===== config.mk =====
export PLATFORM = sky130hd
export DESIGN_NAME = hci_core_arbiter_tracked_flat
export DESIGN_NICKNAME = d
export VERILOG_FILES = /design/src/rtl/hci_core_arbiter_tracked_pkg.sv /design/src/rtl/hci_core_arbiter_tracked_if.sv /design/src/rtl/hci_core_arbiter_tracked_resp_tracker.sv /design/src/rtl/hci_core_arbiter_tracked.sv /design/src/flat_wrapper.sv
export SDC_FILE = /design/constraint.sdc
export NUM_CORES = 1
export LEC_CHECK = 0
export BUFFER_PORTS_ARGS = -buffer_cell sky130_fd_sc_hd__buf_2
export CORE_AREA = 2 2 145 147
export DETAILED_ROUTE_END_ITERATION = 8
export DIE_AREA = 0 0 147 149
export PLACE_DENSITY = 0.5
export SYNTH_ARGS = -nofsm -noshare
export SYNTH_HDL_FRONTEND = slang
export SYNTH_SLANG_ARGS = --single-unit

===== constraint.sdc =====
create_clock -name clk_i -period 4.8 [get_ports clk_i]
set_input_delay 0.96 -clock clk_i [delete_from_list [all_inputs] [get_ports clk_i]]
set_output_delay 0.96 -clock clk_i [all_outputs]
set_load 0.02 [all_outputs]

===== src/rtl/hci_core_arbiter_tracked_pkg.sv =====
// Shared types and defaults for the tracked 2-to-1 HCI core arbiter.
package hci_core_arbiter_tracked_pkg;

  localparam int unsigned DEFAULT_AW    = 32;
  localparam int unsigned DEFAULT_DW    = 32;
  localparam int unsigned HCI_BOFFS_W   = 16;
  localparam int unsigned HCI_ARB_SRC_W = 1;

  typedef logic [HCI_ARB_SRC_W-1:0] hci_arb_src_t;

  localparam hci_arb_src_t SRC_IN0 = 1'b0;
  localparam hci_arb_src_t SRC_IN1 = 1'b1;

endpackage


===== src/rtl/hci_core_arbiter_tracked_if.sv =====
// HCI core request/response bundle; master = initiator side, slave = target side.
interface hci_core_arbiter_tracked_if
  import hci_core_arbiter_tracked_pkg::*;
#(
  parameter int unsigned AW = DEFAULT_AW,
  parameter int unsigned DW = DEFAULT_DW
) ();

  logic                   req;
  logic                   gnt;
  logic [AW-1:0]          add;
  logic                   wen;
  logic [DW-1:0]          data;
  logic [DW/8-1:0]        be;
  logic [HCI_BOFFS_W-1:0] boffs;
  logic                   lrdy;
  logic [DW-1:0]          r_data;
  logic                   r_valid;
  logic                   r_opc;

  modport master (
    output req, add, wen, data, be, boffs, lrdy,
    input  gnt, r_data, r_valid, r_opc
  );

  modport slave (
    input  req, add, wen, data, be, boffs, lrdy,
    output gnt, r_data, r_valid, r_opc
  );

endinterface


===== src/rtl/hci_core_arbiter_tracked_resp_tracker.sv =====
// In-order FIFO of source ids for granted-but-unanswered transactions.
module hci_core_arbiter_tracked_resp_tracker
  import hci_core_arbiter_tracked_pkg::*;
#(
  parameter  int unsigned DEPTH = 4,
  localparam int unsigned PW    = $clog2(DEPTH),
  localparam int unsigned CW    = $clog2(DEPTH + 1)
) (
  input  logic         clk_i,
  input  logic         rst_ni,
  input  logic         clear_i,
  input  logic         push_i,
  input  hci_arb_src_t src_i,
  input  logic         pop_i,
  output logic         full_o,
  output logic         empty_o,
  output logic [CW-1:0] count_o,
  output hci_arb_src_t head_o
);

  hci_arb_src_t  mem_q [DEPTH];
  logic [PW-1:0] wr_ptr_q, rd_ptr_q;
  logic [CW-1:0] count_q;
  logic          do_push, do_pop;

  assign full_o  = (count_q == CW'(DEPTH));
  assign empty_o = (count_q == '0);
  assign count_o = count_q;
  assign head_o  = mem_q[rd_ptr_q];
  assign do_push = push_i & ~full_o;
  assign do_pop  = pop_i & ~empty_o;

  // Pointers wrap naturally; occupancy is kept in its own counter.
  always_ff @(posedge clk_i or negedge rst_ni) begin
    if (!rst_ni) begin
      wr_ptr_q <= '0;
      rd_ptr_q <= '0;
      count_q  <= '0;
    end else if (clear_i) begin
      wr_ptr_q <= '0;
      rd_ptr_q <= '0;
      count_q  <= '0;
    end else begin
      if (do_push) wr_ptr_q <= wr_ptr_q + 1'b1;
      if (do_pop)  rd_ptr_q <= rd_ptr_q + 1'b1;
      case ({do_push, do_pop})
        2'b10:   count_q <= count_q + 1'b1;
        2'b01:   count_q <= count_q - 1'b1;
        default: count_q <= count_q;
      endcase
    end
  end

  always_ff @(posedge clk_i) begin
    if (do_push) mem_q[wr_ptr_q] <= src_i;
  end

endmodule


===== src/rtl/hci_core_arbiter_tracked.sv =====
// Round-robin 2-to-1 HCI core merge with in-order response routing.
module hci_core_arbiter_tracked
  import hci_core_arbiter_tracked_pkg::*;
#(
  parameter  int unsigned AW              = DEFAULT_AW,
  parameter  int unsigned DW              = DEFAULT_DW,
  parameter  int unsigned MAX_OUTSTANDING = 4,
  localparam int unsigned CW              = $clog2(MAX_OUTSTANDING + 1)
) (
  input  logic                        clk_i,
  input  logic                        rst_ni,
  input  logic                        clear_i,
  hci_core_arbiter_tracked_if.slave   in0,
  hci_core_arbiter_tracked_if.slave   in1,
  hci_core_arbiter_tracked_if.master  out,
  output logic [CW-1:0]               outstanding_o,
  output logic                        err_o
);

  hci_arb_src_t  sel, prio_q, head;
  logic          sel_req, full, empty, handshake, pop;
  logic          route0, route1, err_q;
  logic [AW-1:0] add_sel;
  logic [DW-1:0] data_sel;

  always_comb begin
    if (in0.req & in1.req) sel = prio_q;
    else if (in1.req)      sel = SRC_IN1;
    else                   sel = SRC_IN0;
  end

  assign sel_req  = (sel == SRC_IN1) ? in1.req  : in0.req;
  assign add_sel  = (sel == SRC_IN1) ? in1.add  : in0.add;
  assign data_sel = (sel == SRC_IN1) ? in1.data : in0.data;

  // Full blocks the request outright so r_valid never reaches out.req combinationally.
  assign out.req   = sel_req & ~full;
  assign out.add   = add_sel;
  assign out.data  = data_sel;
  assign out.wen   = (sel == SRC_IN1) ? in1.wen   : in0.wen;
  assign out.be    = (sel == SRC_IN1) ? in1.be    : in0.be;
  assign out.boffs = (sel == SRC_IN1) ? in1.boffs : in0.boffs;
  assign out.lrdy  = (sel == SRC_IN1) ? in1.lrdy  : in0.lrdy;

  assign handshake = out.req & out.gnt;
  assign in0.gnt   = handshake & (sel == SRC_IN0);
  assign in1.gnt   = handshake & (sel == SRC_IN1);

  hci_core_arbiter_tracked_resp_tracker #(
    .DEPTH (MAX_OUTSTANDING)
  ) i_tracker (
    .clk_i   (clk_i),
    .rst_ni  (rst_ni),
    .clear_i (clear_i),
    .push_i  (handshake),
    .src_i   (sel),
    .pop_i   (pop),
    .full_o  (full),
    .empty_o (empty),
    .count_o (outstanding_o),
    .head_o  (head)
  );

  assign pop    = out.r_valid & ~empty;
  assign route0 = pop & (head == SRC_IN0);
  assign route1 = pop & (head == SRC_IN1);

  assign in0.r_valid = route0;
  assign in0.r_data  = route0 ? out.r_data : '0;
  assign in0.r_opc   = route0 ? out.r_opc  : 1'b0;
  assign in1.r_valid = route1;
  assign in1.r_data  = route1 ? out.r_data : '0;
  assign in1.r_opc   = route1 ? out.r_opc  : 1'b0;

  always_ff @(posedge clk_i or negedge rst_ni) begin
    if (!rst_ni) begin
      prio_q <= SRC_IN0;
      err_q  <= 1'b0;
    end else if (clear_i) begin
      prio_q <= SRC_IN0;
      err_q  <= 1'b0;
    end else begin
      if (handshake) prio_q <= ~sel;
      if (out.r_valid & empty) err_q <= 1'b1;
    end
  end

  assign err_o = err_q;

endmodule

===== src/flat_wrapper.sv =====
// flat-port wrapper written by rule: the top's interface ports become plain ports
module hci_core_arbiter_tracked_flat import hci_core_arbiter_tracked_pkg::*;
#(
  parameter  int unsigned AW              = DEFAULT_AW,
  parameter  int unsigned DW              = DEFAULT_DW,
  parameter  int unsigned MAX_OUTSTANDING = 4,
  localparam int unsigned CW              = $clog2(MAX_OUTSTANDING + 1)
)
  (clk_i, rst_ni, clear_i, outstanding_o, err_o, in0_req, in0_add, in0_wen, in0_data, in0_be, in0_boffs, in0_lrdy, in0_gnt, in0_r_data, in0_r_valid, in0_r_opc, in1_req, in1_add, in1_wen, in1_data, in1_be, in1_boffs, in1_lrdy, in1_gnt, in1_r_data, in1_r_valid, in1_r_opc, out_req, out_add, out_wen, out_data, out_be, out_boffs, out_lrdy, out_gnt, out_r_data, out_r_valid, out_r_opc);
  hci_core_arbiter_tracked_if #(.AW(AW), .DW(DW)) in0_i ();
  hci_core_arbiter_tracked_if #(.AW(AW), .DW(DW)) in1_i ();
  hci_core_arbiter_tracked_if #(.AW(AW), .DW(DW)) out_i ();
  input  logic clk_i;
  input  logic rst_ni;
  input  logic clear_i;
  output logic [CW-1:0] outstanding_o;
  output logic err_o;
  input wire logic [$bits(in0_i.req)-1:0] in0_req;
  input wire logic [$bits(in0_i.add)-1:0] in0_add;
  input wire logic [$bits(in0_i.wen)-1:0] in0_wen;
  input wire logic [$bits(in0_i.data)-1:0] in0_data;
  input wire logic [$bits(in0_i.be)-1:0] in0_be;
  input wire logic [$bits(in0_i.boffs)-1:0] in0_boffs;
  input wire logic [$bits(in0_i.lrdy)-1:0] in0_lrdy;
  output wire logic [$bits(in0_i.gnt)-1:0] in0_gnt;
  output wire logic [$bits(in0_i.r_data)-1:0] in0_r_data;
  output wire logic [$bits(in0_i.r_valid)-1:0] in0_r_valid;
  output wire logic [$bits(in0_i.r_opc)-1:0] in0_r_opc;
  input wire logic [$bits(in1_i.req)-1:0] in1_req;
  input wire logic [$bits(in1_i.add)-1:0] in1_add;
  input wire logic [$bits(in1_i.wen)-1:0] in1_wen;
  input wire logic [$bits(in1_i.data)-1:0] in1_data;
  input wire logic [$bits(in1_i.be)-1:0] in1_be;
  input wire logic [$bits(in1_i.boffs)-1:0] in1_boffs;
  input wire logic [$bits(in1_i.lrdy)-1:0] in1_lrdy;
  output wire logic [$bits(in1_i.gnt)-1:0] in1_gnt;
  output wire logic [$bits(in1_i.r_data)-1:0] in1_r_data;
  output wire logic [$bits(in1_i.r_valid)-1:0] in1_r_valid;
  output wire logic [$bits(in1_i.r_opc)-1:0] in1_r_opc;
  output wire logic [$bits(out_i.req)-1:0] out_req;
  output wire logic [$bits(out_i.add)-1:0] out_add;
  output wire logic [$bits(out_i.wen)-1:0] out_wen;
  output wire logic [$bits(out_i.data)-1:0] out_data;
  output wire logic [$bits(out_i.be)-1:0] out_be;
  output wire logic [$bits(out_i.boffs)-1:0] out_boffs;
  output wire logic [$bits(out_i.lrdy)-1:0] out_lrdy;
  input wire logic [$bits(out_i.gnt)-1:0] out_gnt;
  input wire logic [$bits(out_i.r_data)-1:0] out_r_data;
  input wire logic [$bits(out_i.r_valid)-1:0] out_r_valid;
  input wire logic [$bits(out_i.r_opc)-1:0] out_r_opc;
  assign in0_i.req = in0_req;
  assign in0_i.add = in0_add;
  assign in0_i.wen = in0_wen;
  assign in0_i.data = in0_data;
  assign in0_i.be = in0_be;
  assign in0_i.boffs = in0_boffs;
  assign in0_i.lrdy = in0_lrdy;
  assign in0_gnt = in0_i.gnt;
  assign in0_r_data = in0_i.r_data;
  assign in0_r_valid = in0_i.r_valid;
  assign in0_r_opc = in0_i.r_opc;
  assign in1_i.req = in1_req;
  assign in1_i.add = in1_add;
  assign in1_i.wen = in1_wen;
  assign in1_i.data = in1_data;
  assign in1_i.be = in1_be;
  assign in1_i.boffs = in1_boffs;
  assign in1_i.lrdy = in1_lrdy;
  assign in1_gnt = in1_i.gnt;
  assign in1_r_data = in1_i.r_data;
  assign in1_r_valid = in1_i.r_valid;
  assign in1_r_opc = in1_i.r_opc;
  assign out_req = out_i.req;
  assign out_add = out_i.add;
  assign out_wen = out_i.wen;
  assign out_data = out_i.data;
  assign out_be = out_i.be;
  assign out_boffs = out_i.boffs;
  assign out_lrdy = out_i.lrdy;
  assign out_i.gnt = out_gnt;
  assign out_i.r_data = out_r_data;
  assign out_i.r_valid = out_r_valid;
  assign out_i.r_opc = out_r_opc;
  hci_core_arbiter_tracked #(.AW(AW), .DW(DW), .MAX_OUTSTANDING(MAX_OUTSTANDING)) u_core (.clk_i(clk_i), .rst_ni(rst_ni), .clear_i(clear_i), .in0(in0_i), .in1(in1_i), .out(out_i), .outstanding_o(outstanding_o), .err_o(err_o));
endmodule

==> reports/metrics.cfg, run 1 <==
[run_status]
outcome = finished clean

[hold_path]
min_delay_worst_endpoint = u_core.err_o
hold_class = reg2reg
min-delay-start = u_core.err_o
min_path_cells = 2

[floorplanning]
std_cell_rows = 53
chipHeight_um = 149
core_region_area_sq_um = 20600
dieArea_sq_um = 21900
boundaryPins = 373
floorplan.die.width_um = 147
floorplan.initialDensity = 0.113

[critical_path]
critical_path_required_ns = 3.84
worstSetupPathDepth = 6
endpoint_of_the_most_critical_register_to_register_path = u_core.i_tracker.count_o[2]
timing.critical_path.buf_inv = 3
family_with_the_most_delay_on_the_worst_path = compound AO/OA/AOI/OAI gates
r2r.worst_path.cells = 6
worst_reg2reg_path_startpoint = u_core.i_tracker.count_o[2]
cp_cell_sequence = buf_2 > o31a_2 > buf_4 > nand2_1 > nor2_1 > buf_2
critPathCaptureType = primary output
critical_path_peak_fanout = 59
timing.critical_path.arrival_ns = 2.43
timing.setup.critical_path_class = in2out
standard_cell_with_the_maximum_stage_delay_on_the_critical_path = o31a_2
worst-r2r-setup-slack_ns = 2.24
startpoint = out_r_valid
setup.worst_path.start_class = input port
path_common_cell = buf_2
slowest_delay_ns = 0.73

[placement]
port_buffers = 372
hpwl_after_detailed_placement_um = 10200
dp_slack_ns = 1.40
finalWeightedCongestion = 0.812

[logic_synthesis]
synth_enable_flop_cells = 4
post_synth_xor_area_fraction = 0.0113
synth-seq-area-share = 0.148
yosys_warnings = 0
postSynthCellCount = 460
synth_compound_area_frac = 0.0193
synth.ff_latch_count = 13
dominant_combinational_cell_family_by_area_after_synthesis = simple AND/OR/NAND/NOR gates
synth_fa_ha_area_frac = 0.0300
post_synth.cell_area_avg_sq_um = 5.07
netlist-cell-type-count = 32
commonest_register_cell_after_synthesis = dfrtp_1
yosys.area_share.simple = 0.692
syn_nets = 677
post_synthesis_async_set_or_reset_flop_share = 0.692
synth.mux.area_fraction = 0.0290
syn_area_sq_um = 2330

[final_layout]
finalCoreUtilization = 0.220
layout.area.seq_sq_um = 345
final_common_cell = buf_2
diodes = 0
drive_gt1_frac = 0.482
area_delta_synth_final_pct = 94.0
finish.net_count = 1025
multi_input_area_sq_um = 1830
fillers = 2379
most_used_cells_in_the_layout_excluding_fill_and_tap_cells = buf_2, nand2_1, nor2_1

[power]
p_per_cell_area_nw_per_um2 = 302
p_leak_nw = 3.03
worst_voltage_drop_across_the_vdd_grid_mv = 0.129

[routing]
detailedRoute.firstIterationViolations = 224
first_pass_iters = 5
dr_vias_cell = 3.78
wl_per_cell_um = 11.2
drt_total_wl_um = 12200
post-route-drc-count = 0
postRouteAntennaNets = 0
via_count = 4095

[clocking]
cts_sinks = 13
hold_buffers = 0
post_cts.repair.setup_buffers = 0
root_driver = clkbuf_16
clk_latency_ns = 0.24
clock_transition_time_at_the_flip_flop_clock_pins_of_the_worst_setup_and_hold_paths_ns = 0.04
cts_max_path_buffers = 2
post_cts_resized = 0
htree_num_levels = 1
cts_made_buffers = 3
cts_tree = yes

[grt]
grt_antenna_before_repair = 1
grt.overflow.total = 0
grt.total_usage = 0.0957
maximum_number_of_pins_on_one_net_before_global_route_repair = 88
grt_first_pass_wirelength_um = 17300
grt_pass1_vias = 3460

[sta]
post-route-period-util = 0.706
grt_setup_unrepaired = false
setup-violations-final = 0
timing.slew.headroom = 0.313
count_of_final_hold_check_violations = 0
fmaxAchievable_ghz = 0.295
final.setup.tns_ns = 0
min_period_ns = 3.39
finalClockSkew_ns = 0.00171
max_slew.worst_pin.slew_ns = 1.03
fin_ws_ns = 1.41
max_slew_violations = 0

[job]
timing.max_cap.violations = 0

-- metrics by stage --
stage | power [mW] | cell area (sq um) | std cells | hold slack, ns
global route | 1.48 | 4530 | 1082 | 0.527
global placement | 1.22 | 4450 | 1078 | 0.477
finish | 1.36 | 4530 | 1082 | 0.487
detailed placement | 1.22 | 4450 | 1078 | 0.490
floorplan | 0.870 | 2330 | 460 | 0.512
CTS | 1.38 | 4530 | 1082 | 0.500
-- metal layers --
metal  wire length (um)  share of wire  GRT usage
met2               6140           0.51      0.182
met3               1210           0.10     0.0153
met5                 13         0.0011          0
met4                 59         0.0049     0.0125
met1               4730           0.39      0.116
-- state kept, by name, summed over array words and instances (netlist names) --
name and cells:
u_core.err_o 1, u_core.i_tracker.count_o 3, u_core.i_tracker.mem_q 4, u_core.i_tracker.rd_ptr_q 2, u_core.i_tracker.wr_ptr_q 2, u_core.prio_q 1
-- worst reg2reg max path, cell delays in order (launching register included) --
cell      delay (ns)
dfrtp_1         0.46
o31a_2          0.68
buf_4           0.30
o21a_2          0.15
fa_1            0.42
or2b_1          0.24
o311ai_1        0.22
-- power by group --
part,internal (mW),leakage (nW),total (mW),switching (mW)
Clock,0.112,0.0382,0.155,0.0434
Combinational,0.363,2.84,1.03,0.668
Sequential,0.141,0.157,0.179,0.0382
Total,0.615,3.03,1.36,0.749
-- layout make-up --
cell class | instances | area share
multi-input combinational | 409 | 0.404
inverter | 4 | 0.00332
timing repair buffer | 377 | 0.422
sequential | 13 | 0.0763
tap | 275 | 0.0760
clock buffer | 4 | 0.0174
-- cells in the mapped netlist (2+ instances only) --
master / n / area, sq um
xnor2_1: 2 / 17.5
nand2b_1: 2 / 12.5
inv_1: 3 / 11.3
buf_2: 12 / 60.1
and2_1: 5 / 31.3
nor3_1: 5 / 25.0
and3_1: 33 / 206
ha_1: 4 / 50.1
nor2b_1: 2 / 12.5
mux2i_1: 3 / 30.0
edfxtp_1: 4 / 120
nor2_1: 44 / 165
dfrtp_1: 9 / 225
nand2_1: 294 / 1100
clkbuf_1: 21 / 78.8
-- worst max-delay path by stage --
stage / end / slack [ns]
finish: in0_r_data[14] / 1.41
detailed placement: in0_r_data[14] / 1.40
global route: in0_r_data[14] / 1.22
global placement: in1_r_data[9] / 1.41
floorplan: in0_gnt / 1.81
CTS: in0_r_data[14] / 1.40
-- cells by family (layout without fill, tap and decap cells) --
family          Yosys count  count (layout)
simple gates            390             390
xor+xnor                  3               3
flops                    13              13
compound gates            6               6
buf+inv                  38             385
mux                       5               5
fa+ha+maj                 5               5
(Power assumes the default switching activity.)
==> run 2, diff against run 1 <==
--- a/config.mk
+++ b/config.mk
@@ -6,9 +6,9 @@
 export NUM_CORES = 1
 export LEC_CHECK = 0
 export BUFFER_PORTS_ARGS = -buffer_cell sky130_fd_sc_hd__buf_2
-export CORE_AREA = 2 2 145 147
+export CORE_AREA = 2 2 147 149
 export DETAILED_ROUTE_END_ITERATION = 8
-export DIE_AREA = 0 0 147 149
+export DIE_AREA = 0 0 149 151
 export PLACE_DENSITY = 0.5
 export SYNTH_ARGS = -nofsm -noshare
 export SYNTH_HDL_FRONTEND = slang
==> constraint.sdc (replaced) <==
create_clock -name clk_i -period 2.8 [get_ports clk_i]
set_input_delay 0.56 -clock clk_i [delete_from_list [all_inputs] [get_ports clk_i]]
set_output_delay 0.56 -clock clk_i [all_outputs]
set_load 0.02 [all_outputs]
==> reports/metrics.cfg, run 2 (synthesis gave the netlist of run 1 again) <==
[clocking]
clock_transition_time_at_the_flip_flop_clock_pins_of_the_worst_setup_and_hold_paths_ns = 0.04
cts_tree = yes
hold_buffers = 0
cts_max_path_buffers = 2
clk_latency_ns = 0.24
root_driver = clkbuf_16
post_cts_resized = 0
cts_made_buffers = 3
htree_num_levels = 1
post_cts.repair.setup_buffers = 0
cts_sinks = 13

[final_layout]
finalNonFillerCells = 1083
diodes = 0
finish.net_count = 1026
fillers = 2408
final_common_cell = buf_2
most_used_cells_in_the_layout_excluding_fill_and_tap_cells = buf_2, nand2_1, nor2_1
area_delta_synth_final_pct = 95.4
max_flop_register = u_core.i_tracker.mem_q
largest_register_ffs = 4
finalCoreUtilization = 0.219
drive_gt1_frac = 0.483

[sta]
min_period_ns = 2.50
max_slew_violations = 0
post-route-period-util = 0.892
setup-violations-final = 0
finalClockSkew_ns = 0.000603
grt_setup_unrepaired = false
timing.slew.headroom = 0.624
max_slew.worst_pin.slew_ns = 0.560
fmaxAchievable_ghz = 0.400
fin_ws_ns = 0.303
count_of_final_hold_check_violations = 0
final.setup.tns_ns = 0

[floorplanning]
core_region_area_sq_um = 20800
chipHeight_um = 151
dieArea_sq_um = 22500
std_cell_rows = 53
floorplan.initialDensity = 0.112
boundaryPins = 373
floorplan.die.width_um = 149

[routing]
post-route-drc-count = 0
postRouteAntennaNets = 0
first_pass_iters = 4
wl_per_cell_um = 11.0
via_count = 4045
drt_total_wl_um = 11900
detailedRoute.firstIterationViolations = 225
dr_vias_cell = 3.73

[grt]
grt_first_pass_wirelength_um = 16200
grt_antenna_before_repair = 0
grt.overflow.total = 0
maximum_number_of_pins_on_one_net_before_global_route_repair = 86
grt.total_usage = 0.0879
grt_pass1_vias = 3402

[placement]
dp_slack_ns = 0.469
finalWeightedCongestion = 0.781
hpwl_after_detailed_placement_um = 10100
post-place-cells = 1079
port_buffers = 372

[critical_path]
critPathCaptureType = primary output
timing.critical_path.arrival_ns = 1.94
timing.setup.critical_path_class = reg2out
setup.worst_path.start_class = flop
critical_path_required_ns = 2.24
critical_path_peak_fanout = 68

[hold_path]
hold_class = in2async

[run_status]
outcome = finished clean

[power]
p_per_cell_area_nw_per_um2 = 517
worst_voltage_drop_across_the_vdd_grid_mv = 0.192
p_leak_nw = 3.05

[job]
timing.max_cap.violations = 0

## run 2: changes by cell type in the layout (fill, tap and decap cells not counted), sizes merged
cell,delta
buf,+1
## run 2: cell type report
type | instances | area, sq um | share of cell area
tap | 275 | 344 | 0.0755
multi-input combinational | 409 | 1830 | 0.402
inverter | 4 | 15.0 | 0.00329
sequential | 13 | 345 | 0.0758
timing repair buffer | 378 | 1940 | 0.427
clock buffer | 4 | 78.8 | 0.0173
## run 2: path summary, 6_finish.rpt
| path | start | slack (ns) | depth (start not counted) | end |
|---|---|---|---|---|
| worst min-delay path | rst_ni | 0.17 | 1 | u_core.i_tracker.count_o[1] |
| max in group asynchronous | rst_ni | 2.45 | 1 | u_core.i_tracker.rd_ptr_q[1] |
| worst max-delay path | u_core.i_tracker.rd_ptr_q[0] | 0.30 | 4 | in1_r_data[24] |
| worst min register to register | u_core.err_o | 0.50 | 2 | u_core.err_o |
| worst max register to register | u_core.i_tracker.count_o[2] | 0.66 | 5 | u_core.i_tracker.count_o[2] |
| min in group clk_i | u_core.err_o | 0.50 | 2 | u_core.err_o |
## run 2: report_power, final
group	internal [mW]	switching, mW
clock network	0.192	0.0755
registers	0.241	0.0670
logic	0.642	1.14
## run 2: worst max-delay path, cell delays in order (launching register included)
cell and delay (ns):
dfrtp_1 0.41, mux4_2 0.52, buf_4 0.30, and3_1 0.28, buf_2 0.16
## run 2: through the flow
step | instance area (sq um) | hold WS (ns) | total power, mW
6_report | 4560 | 0.168 | 2.36
5_1_grt | 4560 | 0.190 | 2.57
4_1_cts | 4560 | 0.175 | 2.39
3_5_place_dp | 4480 | 0.429 | 2.12
3_3_place_gp | 4480 | 0.428 | 2.12
2_1_floorplan | 2330 | 0.264 | 1.49
## run 2: per-layer routing
metal | vias to the layer above | routed length [um] | GRT usage
met1 | 1707 | 4340 | 0.0991
met4 | 0 | 39 | 0.0119
li1 | 2104 | - | -
met5 | - | 0 | 0
met3 | 4 | 1170 | 0.0114
met2 | 230 | 6330 | 0.178
==> run 3, diff against run 2 <==
--- a/config.mk
+++ b/config.mk
@@ -5,10 +5,11 @@
 export SDC_FILE = /design/constraint.sdc
 export NUM_CORES = 1
 export LEC_CHECK = 0
+export ABC_AREA = 0
 export BUFFER_PORTS_ARGS = -buffer_cell sky130_fd_sc_hd__buf_2
-export CORE_AREA = 2 2 147 149
+export CORE_AREA = 2 2 145 147
 export DETAILED_ROUTE_END_ITERATION = 8
-export DIE_AREA = 0 0 149 151
+export DIE_AREA = 0 0 147 149
 export PLACE_DENSITY = 0.5
 export SYNTH_ARGS = -nofsm -noshare
 export SYNTH_HDL_FRONTEND = slang
==> constraint.sdc (replaced) <==
create_clock -name clk_i -period 2.9 [get_ports clk_i]
set_input_delay 0.58 -clock clk_i [delete_from_list [all_inputs] [get_ports clk_i]]
set_output_delay 0.58 -clock clk_i [all_outputs]
set_load 0.02 [all_outputs]
==> reports/metrics.cfg, run 3 (synthesis gave the netlist of run 1 again) <==
[sta]
final.hold.worst_slack_ns = 0.183
final.setup.tns_ns = 0
count_of_final_hold_check_violations = 0
timing.slew.headroom = 0.589
grt_setup_unrepaired = false
fmaxAchievable_ghz = 0.402
finalClockSkew_ns = 0.00334
post-route-period-util = 0.859
max_slew_violations = 0
min_period_ns = 2.49
max_slew.worst_pin.slew_ns = 0.612
setup-violations-final = 0

[routing]
post-route-drc-count = 0
first_pass_iters = 4
drt_total_wl_um = 12500
via_count = 4066
postRouteAntennaNets = 0
dr_vias_cell = 3.75
wl_per_cell_um = 11.5
detailedRoute.firstIterationViolations = 211

[critical_path]
timing.critical_path.buf_inv = 2
timing.setup.critical_path_class = reg2out
critical_path_required_ns = 2.32
critPathCaptureType = primary output
timing.critical_path.arrival_ns = 1.91
setup.worst_path.start_class = flop
standard_cell_with_the_maximum_stage_delay_on_the_critical_path = mux4_2
cp_cell_sequence = mux4_2 > buf_4 > and3_1 > buf_2
family_with_the_most_delay_on_the_worst_path = multiplexers
slowest_delay_ns = 0.51
critical_path_peak_fanout = 68

[grt]
grt_first_pass_wirelength_um = 17700
maximum_number_of_pins_on_one_net_before_global_route_repair = 88
grt_antenna_before_repair = 1
grt.overflow.total = 0
grt_pass1_vias = 3541
grt.total_usage = 0.0995

[clocking]
cts_max_path_buffers = 2
cts_made_buffers = 3
clk_latency_ns = 0.24
root_driver = clkbuf_16
cts_tree = yes
htree_num_levels = 1
clock_transition_time_at_the_flip_flop_clock_pins_of_the_worst_setup_and_hold_paths_ns = 0.04
post_cts_resized = 0
post_cts.repair.setup_buffers = 0
hold_buffers = 0
cts_sinks = 13

[floorplanning]
floorplan.initialDensity = 0.113
std_cell_rows = 53
floorplan.die.width_um = 147
boundaryPins = 373
chipHeight_um = 149
dieArea_sq_um = 21900
core_region_area_sq_um = 20600

[final_layout]
drive_gt1_frac = 0.483
finalNonFillerCells = 1083
area_delta_synth_final_pct = 96.0
final_common_cell = buf_2
largest_register_ffs = 4
finish.net_count = 1026
most_used_cells_in_the_layout_excluding_fill_and_tap_cells = buf_2, nand2_1, nor2_1
fillers = 2354
finalCoreUtilization = 0.222
max_flop_register = u_core.i_tracker.mem_q
diodes = 0

[power]
seqPwrFrac = 0.129
power_report.internal_total_mw = 1.05
p_per_cell_area_nw_per_um2 = 503
netSwitchingFraction = 0.544
comb_power_share = 0.757
p_switching_mw = 1.25
worst_voltage_drop_across_the_vdd_grid_mv = 0.188
power.share.clock = 0.114
p_leak_nw = 3.05

[hold_path]
hold_class = in2async

[run_status]
outcome = finished clean

[placement]
finalWeightedCongestion = 0.812
port_buffers = 372
post-place-cells = 1079
hpwl_after_detailed_placement_um = 10500

[job]
timing.max_cap.violations = 0

[run 3: cell counts in the layout (fill, tap and decap cells not counted)]
Identical to the previous run, type by type.
[run 3: worst reg2reg max path: cells and delay by family, from the launching register on]
family / cells / cell delay (ns)
fa+ha+maj: 1 / 0.42
simple gates: 1 / 0.24
compound gates: 3 / 0.93
flops: 1 / 0.46
[run 3: power groups by stage]
stage | Clock (mW) | Combinational (mW) | Sequential, mW
after floorplan | 0 | 1.13 | 0.313
after global placement | 0 | 1.75 | 0.299
after detailed placement | 0 | 1.75 | 0.302
after CTS | 0.268 | 1.76 | 0.299
after global routing | 0.281 | 1.92 | 0.308
final | 0.261 | 1.74 | 0.297
[run 3: worst paths after layout]
check | from | to | slack, ns | cells after the start
min in group clk_i | u_core.err_o | u_core.err_o | 0.49 | 2
max in group asynchronous | rst_ni | u_core.i_tracker.count_o[2] | 2.53 | 1
min reg2reg | u_core.err_o | u_core.err_o | 0.49 | 2
max reg2reg | u_core.i_tracker.count_o[2] | u_core.i_tracker.count_o[2] | 0.76 | 5
min | rst_ni | u_core.i_tracker.rd_ptr_q[1] | 0.18 | 1
max | u_core.i_tracker.rd_ptr_q[0] | in1_r_opc | 0.41 | 4
[run 3: area by class of cell]
type | instances | area [sq um] | share of cell area
Multi-Input combinational cell | 409 | 1830 | 0.400
Sequential cell | 13 | 345 | 0.0756
Timing Repair Buffer | 378 | 1960 | 0.428
Clock buffer | 4 | 78.8 | 0.0172
Inverter | 4 | 15.0 | 0.00328
Tap cell | 275 | 344 | 0.0753
[run 3: metal layers]
metal	vias to the layer above	wire length (um)	track usage
li1	2103	-	-
met1	1732	4900	0.113
met2	222	6340	0.194
met3	7	1150	0.0187
met4	2	78	0.0173
met5	-	7	0
[run 3: per-stage QoR]
step                      instance area (sq um)  setup WS [ns]  total power [mW]
after floorplan                            2330          0.674              1.44
after CTS                                  4570          0.411              2.32
after global placement                     4490          0.548              2.05
after detailed placement                   4490          0.527              2.05
final                                      4570          0.409              2.30
after global routing                       4570          0.330              2.50
